**src/rtl/mips_pipe_pkg.sv**
```systemverilog
`default_nettype none
// ============================================================================
// Module   : mips_pipe_pkg
// Purpose  : Shared definitions for the 5-stage MIPS pipeline control:
//            dmem wait FSM encoding, register-zero constant and the
//            stage-control bundle driven by the stall scheduler.
// Ports    : none (package)
// Revision : 1.0 - initial release
// ============================================================================
package mips_pipe_pkg;

  typedef enum logic [0:0] {
    ST_RUN  = 1'b0,
    ST_WAIT = 1'b1
  } dmem_state_t;

  localparam logic [4:0] REG_ZERO = 5'd0;

  localparam int WAIT_CNT_W = 16;

  // Per-cycle control bundle for the pipeline registers and PC.
  typedef struct packed {
    logic pc_write;
    logic pc_redirect;
    logic ifid_write;
    logic ifid_flush;
    logic idex_write;
    logic idex_bubble;
    logic exmem_write;
    logic memwb_write;
  } stage_ctl_t;

endpackage
`default_nettype wire

```
**src/rtl/pipeline_stall_scheduler_sat_counter.sv**
```systemverilog
`default_nettype none
// ============================================================================
// Module   : sat_counter
// Purpose  : Up-counter that saturates at all-ones.
// Ports    : clk   - clock
//            clr   - synchronous clear (wins over en)
//            en    - count enable
//            count - current value
// Revision : 1.0 - initial release
// ============================================================================
module sat_counter #(
  parameter int CNT_W = 32
) (
  input  logic             clk,
  input  logic             clr,
  input  logic             en,
  output logic [CNT_W-1:0] count
);

  logic [CNT_W-1:0] r_count;

  always_ff @(posedge clk) begin
    if (clr) begin
      r_count <= '0;
    end else if (en && (r_count != {CNT_W{1'b1}})) begin
      r_count <= r_count + CNT_W'(1);
    end
  end

  assign count = r_count;

endmodule
`default_nettype wire

```
**src/rtl/pipeline_stall_scheduler.sv**
```systemverilog
`default_nettype none
// ============================================================================
// Module   : pipeline_stall_scheduler
// Purpose  : Central stall/flush scheduler for the IF/ID/EX/MEM/WB pipeline.
//            Arbitrates dmem wait, operand hazards, control redirects and
//            imem wait; drives per-stage enables, bubble and flush; holds
//            the dmem wait FSM with timeout and two saturating counters.
// Ports    : clk, reset (sync, active-high)
//            EX/MEM/ID hazard inputs, branch/jump/jr decode, imem/dmem status
//            PC_write_o, pc_redirect_o, IFID_write_o, IFID_flush_o,
//            IDEX_write_o, IDEX_bubble_o, EXMEM_write_o, MEMWB_write_o,
//            mem_timeout_o (sticky), stall_cnt_o, flush_cnt_o
// Revision : 1.0 - initial release
// ============================================================================
module pipeline_stall_scheduler
  import mips_pipe_pkg::*;
#(
  parameter int MEM_TIMEOUT = 255,
  parameter int CNT_W       = 32
) (
  input  logic             clk,
  input  logic             reset,
  input  logic             ctl_mem_read_IDEX_i,
  input  logic             ctl_reg_write_IDEX_i,
  input  logic [4:0]       reg_dst_IDEX_i,
  input  logic             ctl_mem_read_EXMEM_i,
  input  logic [4:0]       reg_dst_EXMEM_i,
  input  logic [4:0]       reg_rs_IFID_i,
  input  logic [4:0]       reg_rt_IFID_i,
  input  logic             use_rs_IFID_i,
  input  logic             use_rt_IFID_i,
  input  logic             branch_IFID_i,
  input  logic             branch_taken_i,
  input  logic             jump_IFID_i,
  input  logic             jr_IFID_i,
  input  logic             imem_ready_i,
  input  logic             dmem_req_i,
  input  logic             dmem_ready_i,
  output logic             PC_write_o,
  output logic             pc_redirect_o,
  output logic             IFID_write_o,
  output logic             IFID_flush_o,
  output logic             IDEX_write_o,
  output logic             IDEX_bubble_o,
  output logic             EXMEM_write_o,
  output logic             MEMWB_write_o,
  output logic             mem_timeout_o,
  output logic [CNT_W-1:0] stall_cnt_o,
  output logic [CNT_W-1:0] flush_cnt_o
);

  localparam logic [WAIT_CNT_W-1:0] c_TMO = WAIT_CNT_W'(MEM_TIMEOUT);

  dmem_state_t           r_state;
  logic [WAIT_CNT_W-1:0] r_wait_cnt;
  logic                  r_mem_timeout;

  // jr only reads rs, so an rt match never counts for it.
  function automatic logic op_match(input logic [4:0] dst, input logic [4:0] rs,
                                    input logic [4:0] rt, input logic use_rs,
                                    input logic use_rt, input logic is_jr);
    logic w_rs_m;
    logic w_rt_m;
    w_rs_m = use_rs && (rs == dst);
    w_rt_m = use_rt && !is_jr && (rt == dst);
    return (dst != REG_ZERO) && (w_rs_m || w_rt_m);
  endfunction

  logic w_ctl;
  logic w_match_ex;
  logic w_match_mem;
  logic w_load_use;
  logic w_ctl_alu;
  logic w_ctl_ld2;
  logic w_op_hz;
  logic w_redirect;
  logic w_tmo_hit;
  logic w_freeze;

  assign w_ctl       = branch_IFID_i | jr_IFID_i;
  assign w_match_ex  = op_match(reg_dst_IDEX_i, reg_rs_IFID_i, reg_rt_IFID_i,
                                use_rs_IFID_i, use_rt_IFID_i, jr_IFID_i);
  assign w_match_mem = op_match(reg_dst_EXMEM_i, reg_rs_IFID_i, reg_rt_IFID_i,
                                use_rs_IFID_i, use_rt_IFID_i, jr_IFID_i);
  assign w_load_use  = ctl_mem_read_IDEX_i && w_match_ex;
  assign w_ctl_alu   = w_ctl && ctl_reg_write_IDEX_i && !ctl_mem_read_IDEX_i && w_match_ex;
  assign w_ctl_ld2   = w_ctl && ctl_mem_read_EXMEM_i && w_match_mem;
  assign w_op_hz     = w_load_use | w_ctl_alu | w_ctl_ld2;
  assign w_redirect  = (branch_IFID_i && branch_taken_i) | jump_IFID_i | jr_IFID_i;
  assign w_tmo_hit   = (r_state == ST_WAIT) && (r_wait_cnt == c_TMO);
  assign w_freeze    = dmem_req_i && !dmem_ready_i && !w_tmo_hit;

  stage_ctl_t w_ctl_out;

  always_comb begin
    w_ctl_out = '{pc_write: 1'b1, pc_redirect: 1'b0, ifid_write: 1'b1,
                  ifid_flush: 1'b0, idex_write: 1'b1, idex_bubble: 1'b0,
                  exmem_write: 1'b1, memwb_write: 1'b1};
    if (reset) begin
      w_ctl_out = '{pc_write: 1'b0, pc_redirect: 1'b0, ifid_write: 1'b0,
                    ifid_flush: 1'b1, idex_write: 1'b0, idex_bubble: 1'b1,
                    exmem_write: 1'b0, memwb_write: 1'b0};
    end else if (w_freeze) begin
      w_ctl_out = '0;
    end else if (w_op_hz) begin
      // Hold PC and IF/ID, inject a bubble, let the back end drain.
      w_ctl_out.pc_write    = 1'b0;
      w_ctl_out.ifid_write  = 1'b0;
      w_ctl_out.idex_bubble = 1'b1;
    end else if (w_redirect) begin
      // Redirect beats an imem wait: the stale fetch is flushed anyway.
      w_ctl_out.pc_redirect = 1'b1;
      w_ctl_out.ifid_flush  = 1'b1;
    end else if (!imem_ready_i) begin
      w_ctl_out.pc_write    = 1'b0;
      w_ctl_out.ifid_flush  = 1'b1;
    end
  end

  assign PC_write_o    = w_ctl_out.pc_write;
  assign pc_redirect_o = w_ctl_out.pc_redirect;
  assign IFID_write_o  = w_ctl_out.ifid_write;
  assign IFID_flush_o  = w_ctl_out.ifid_flush;
  assign IDEX_write_o  = w_ctl_out.idex_write;
  assign IDEX_bubble_o = w_ctl_out.idex_bubble;
  assign EXMEM_write_o = w_ctl_out.exmem_write;
  assign MEMWB_write_o = w_ctl_out.memwb_write;
  assign mem_timeout_o = r_mem_timeout;

  // Dmem wait FSM. A ready in the same cycle as the timeout is a clean release.
  always_ff @(posedge clk) begin
    if (reset) begin
      r_state       <= ST_RUN;
      r_wait_cnt    <= '0;
      r_mem_timeout <= 1'b0;
    end else begin
      case (r_state)
        ST_RUN: begin
          if (dmem_req_i && !dmem_ready_i) begin
            r_state    <= ST_WAIT;
            r_wait_cnt <= WAIT_CNT_W'(1);
          end
        end
        ST_WAIT: begin
          if (dmem_ready_i || !dmem_req_i) begin
            r_state    <= ST_RUN;
            r_wait_cnt <= '0;
          end else if (w_tmo_hit) begin
            r_state       <= ST_RUN;
            r_wait_cnt    <= '0;
            r_mem_timeout <= 1'b1;
          end else begin
            r_wait_cnt <= r_wait_cnt + WAIT_CNT_W'(1);
          end
        end
        default: begin
          r_state    <= ST_RUN;
          r_wait_cnt <= '0;
        end
      endcase
    end
  end

  sat_counter #(.CNT_W(CNT_W)) u_stall_cnt (
    .clk   (clk),
    .clr   (reset),
    .en    (!w_ctl_out.pc_write),
    .count (stall_cnt_o)
  );

  sat_counter #(.CNT_W(CNT_W)) u_flush_cnt (
    .clk   (clk),
    .clr   (reset),
    .en    (w_ctl_out.ifid_flush),
    .count (flush_cnt_o)
  );

endmodule
`default_nettype wire

```
**config.mk**
```make
export PLATFORM = sky130hd
export DESIGN_NAME = pipeline_stall_scheduler
export DESIGN_NICKNAME = d
export VERILOG_FILES = /design/src/rtl/mips_pipe_pkg.sv /design/src/rtl/pipeline_stall_scheduler_sat_counter.sv /design/src/rtl/pipeline_stall_scheduler.sv
export SDC_FILE = /design/constraint.sdc
export NUM_CORES = 1
export LEC_CHECK = 0
export CORE_MARGIN = 8
export CORE_UTILIZATION = 55
export CTS_CLUSTER_SIZE = 12
export DETAILED_ROUTE_END_ITERATION = 7
export PLACE_DENSITY = 0.95
export SYNTH_ARGS = -nofsm -noshare
export SYNTH_HDL_FRONTEND = slang
export SYNTH_SLANG_ARGS = --single-unit
```
**constraint.sdc**
```tcl
create_clock -name clk -period 4.7 [get_ports clk]
set_clock_uncertainty 0.15 [all_clocks]
set_input_delay 0.94 -clock clk [delete_from_list [all_inputs] [get_ports clk]]
set_output_delay 0.94 -clock clk [all_outputs]
set_load 0.05 [all_outputs]
```
==> impl_metrics.env <==
export IMPL_insertion_delay_ns=0.37
export IMPL_holdWs_ns=0.342
export IMPL_reg2reg_to="u_stall_cnt.count[27]$_SDFFE_PP0P_"
export IMPL_n_antenna_cell=0
export IMPL_design_area_um2=5960
export IMPL_coreArea_um2=8220
export IMPL_synth_cell_types=60
export IMPL_netlist_instances=583
export IMPL_crit_chain="clkdlybuf4s50_1 > xor2_1 > nor4_1 > a32oi_1 > o2bb2ai_4 > nor4_1 > buf_12"
export IMPL_setup_viol=0
export IMPL_dieHeight_um=108
export IMPL_antenna_found_initial=1
export IMPL_worstPathArrival_ns=3.20
export IMPL_drc=0
export IMPL_yosysTopAreaCell="dfxtp_1"
export IMPL_drive_gt1_frac=0.0753
export IMPL_fin_setup_tns_ns=0
export IMPL_initial_core_util=0.568
export IMPL_min_path_cells=2
export IMPL_reg2reg_slack_ns=1.44
export IMPL_vias=4958
export IMPL_ant_nets=0
export IMPL_timing_hold_worst_class="reg2reg"
export IMPL_finalNetCount=709
export IMPL_synthArstFlopShare=0
export IMPL_seqCellArea_um2=1640
export IMPL_whs_endpoint="mem_timeout_o$_SDFFE_PP0P_"
export IMPL_grt_pass1_wl_um=21900
export IMPL_h_tree_depth=3
export IMPL_max_freq_mhz=233
export IMPL_critPathCaptureType="output port"
export IMPL_clock_sinks=82
export IMPL_drv_slew=0
export IMPL_post_cts_repair_setup_buffers=0
export IMPL_critPathTopFamily="buffers and inverters"
export IMPL_rr_worst_depth=9
export IMPL_synth_edff_count=0
export IMPL_period_needed_ns=4.29
export IMPL_syn_cell_area_um2=4670
export IMPL_placed_area_um2=5730
export IMPL_via_per_inst=6.34
export IMPL_worstPathMaxFanout=7
export IMPL_synth_nets=620
export IMPL_wl_per_cell_um=17.6
export IMPL_p_per_area_nw_per_um2=250
export IMPL_fin_util=0.725
export IMPL_slew_headroom=0.391
export IMPL_worstPathRequired_ns=3.61
export IMPL_synth_seq_cells=82
export IMPL_grt_max_degree=65
export IMPL_worst_ir_drop_vdd_mv=0.136
export IMPL_multiInputGateArea_um2=2830
export IMPL_grt_overflow=0
export IMPL_fill_cells=614
export IMPL_crit_start="reg_dst_IDEX_i[1]"
export IMPL_crit_top_cell="nor4_1"
export IMPL_ys_warn_count=0
export IMPL_cts_root_buf="clkbuf_8"
export IMPL_hold_start="mem_timeout_o$_SDFFE_PP0P_"
export IMPL_dpl_hpwl_um=9840
export IMPL_startpoint_type="input pin"
export IMPL_synth_top_area_share=0.352
export IMPL_clockBufferDepth=2
export IMPL_track_usage=0.227
export IMPL_drtIter0Drc=309
export IMPL_finalWeightedCongestion=1.02
export IMPL_routed_wl_um=13700
export IMPL_numCtsBuffers=9
export IMPL_port_buffers=106
export IMPL_r2r_start="r_wait_cnt[0]$_SDFFE_PP0P_"
export IMPL_synth_avg_cell_area_um2=8.01
export IMPL_grt_pass1_vias=4641
export IMPL_hold_viol=0
export IMPL_areaGrowthSynthToFinish_pct=27.6
export IMPL_tightest_slew_ns=0.905
export IMPL_dp_cells=766
export IMPL_die_width_um=108
export IMPL_cts_tree="built"
export IMPL_die_area_um2=11700
export IMPL_rows=33
export IMPL_final_cell_count_no_fill=782
export IMPL_leakagePower_nw=1.85
export IMPL_maxCapViolCount=0
export IMPL_clk_pin_slew_ns=0.08
export IMPL_synth_area_top_cells="dfxtp_1 35%, a21oi_1 6.6%, or3_1 4.7%"
export IMPL_postCtsHoldBufs=0
export IMPL_status="finished, final reports clean"
export IMPL_path_buf_inv=2
export IMPL_max_stage_delay_ns=0.57
export IMPL_fin_crit_sh=0.914
export IMPL_synth_flop_cell="dfxtp_1"
export IMPL_drt_pass1_iter_count=6
export IMPL_cp_slowest_cell="clkdlybuf4s50_1"
export IMPL_ios=107
export IMPL_ys_seq_area_frac=0.352
export IMPL_ctsResizeCount=0
export IMPL_rsz0062_at_grt="no"
export IMPL_crit_type="in2out"
## where the power goes
group          switching, mW  total, mW  internal (mW)
clock                  0.288      0.598          0.310
sequential           0.00900      0.710          0.701
combinational          0.113      0.184         0.0709
## kinds of logic after synthesis
kind of cell,after synthesis,share of synthesized area
flip-flops,82,0.352
XOR/XNOR,25,0.0469
multiplexers,9,0.0220
buffers and inverters,43,0.0440
AO/OA/AOI/OAI,148,0.198
adder cells (fa/ha/maj),3,0.00804
AND/OR/NAND/NOR,273,0.329
## cell usage in the layout (no fill, tap or decap), types with 7 or more instances in the layout
| cell | n |
|---|---|
| inv_1 | 10 |
| nand3_1 | 27 |
| nor2b_1 | 12 |
| nand3b_1 | 11 |
| or4_1 | 18 |
| nand4_1 | 26 |
| nand2_1 | 35 |
| or3_1 | 35 |
| o21ai_0 | 40 |
| clkdlybuf4s50_1 | 100 |
| clkbuf_8 | 9 |
| nor2_1 | 48 |
| o31ai_1 | 14 |
| nor4_1 | 7 |
| and3_1 | 12 |
| dfxtp_1 | 82 |
| xor2_1 | 12 |
| buf_4 | 8 |
| nor3_1 | 12 |
| xnor2_1 | 13 |
| and2_1 | 7 |
| a21oi_1 | 62 |
## layout make-up
cell class                      instances  area share
Clock buffer                            9      0.0208
Tap cell                              105      0.0221
Clock inverter                          7      0.0176
Inverter                               11     0.00693
Multi-Input combinational cell        458       0.475
Timing Repair Buffer                  110       0.182
Sequential cell                        82       0.276
## metrics by stage
step / power, mW / worst slack [ns]
detailed placement: 0.908 / 0.500
global route: 1.54 / 0.358
finish: 1.49 / 0.406
floorplan: 0.839 / 0.239
CTS: 1.49 / 0.462
global placement: 0.902 / 0.601
## flip-flops by register name, indices dropped and copies added, names as in the netlist
register           flops
r_state                1
u_flush_cnt.count     32
u_stall_cnt.count     32
mem_timeout_o          1
r_wait_cnt            16
## cell usage after synthesis, types with 3 or more instances
library cell  instances
clkbuf_1             21
mux2_2                5
o41ai_1               5
nor2_1               48
ha_1                  3
nor3b_1               3
nand3b_1             11
nor2b_1              12
or4_1                18
nand4b_1              3
xnor2_1              13
inv_1                10
o21ai_0              40
a21oi_1              62
o21a_1                4
nand2_1              35
buf_4                 4
nor3_1               12
and4_1                5
nor4_1                8
a31oi_1               3
nand3_1              27
or3_1                35
o31ai_1              14
and3_1               12
nand4_1              26
xor2_1               12
dfxtp_1              82
and2_1                7
or4b_2                4
## layer usage
layer	GRT usage	vias to the layer above	part of all wire
met3	0.0529	36	0.077
met1	0.259	2353	0.40
met5	0	-	0.00058
met2	0.390	213	0.50
met4	0.112	2	0.030
li1	-	2354	-
## how the worst max path moves through the flow
stage / cells after the start / slack (ns) / end
global route: 7 / 0.36 / pc_redirect_o
global placement: 6 / 0.60 / pc_redirect_o
floorplan: 4 / 0.24 / pc_redirect_o
finish: 7 / 0.41 / pc_redirect_o
CTS: 7 / 0.46 / pc_redirect_o
detailed placement: 7 / 0.50 / pc_redirect_o
## worst reg2reg max path: stages (launching register included)
cell and delay (ns):
dfxtp_1 0.39, ha_1 0.24, nand3_2 0.12, or3_1 0.42
o21a_1 0.20, buf_4 0.17, a211o_4 0.35, o21ai_4 0.66
nor3_2 0.14, mux2_4 0.33
No activity file was read; power rests on OpenSTA's default activity.
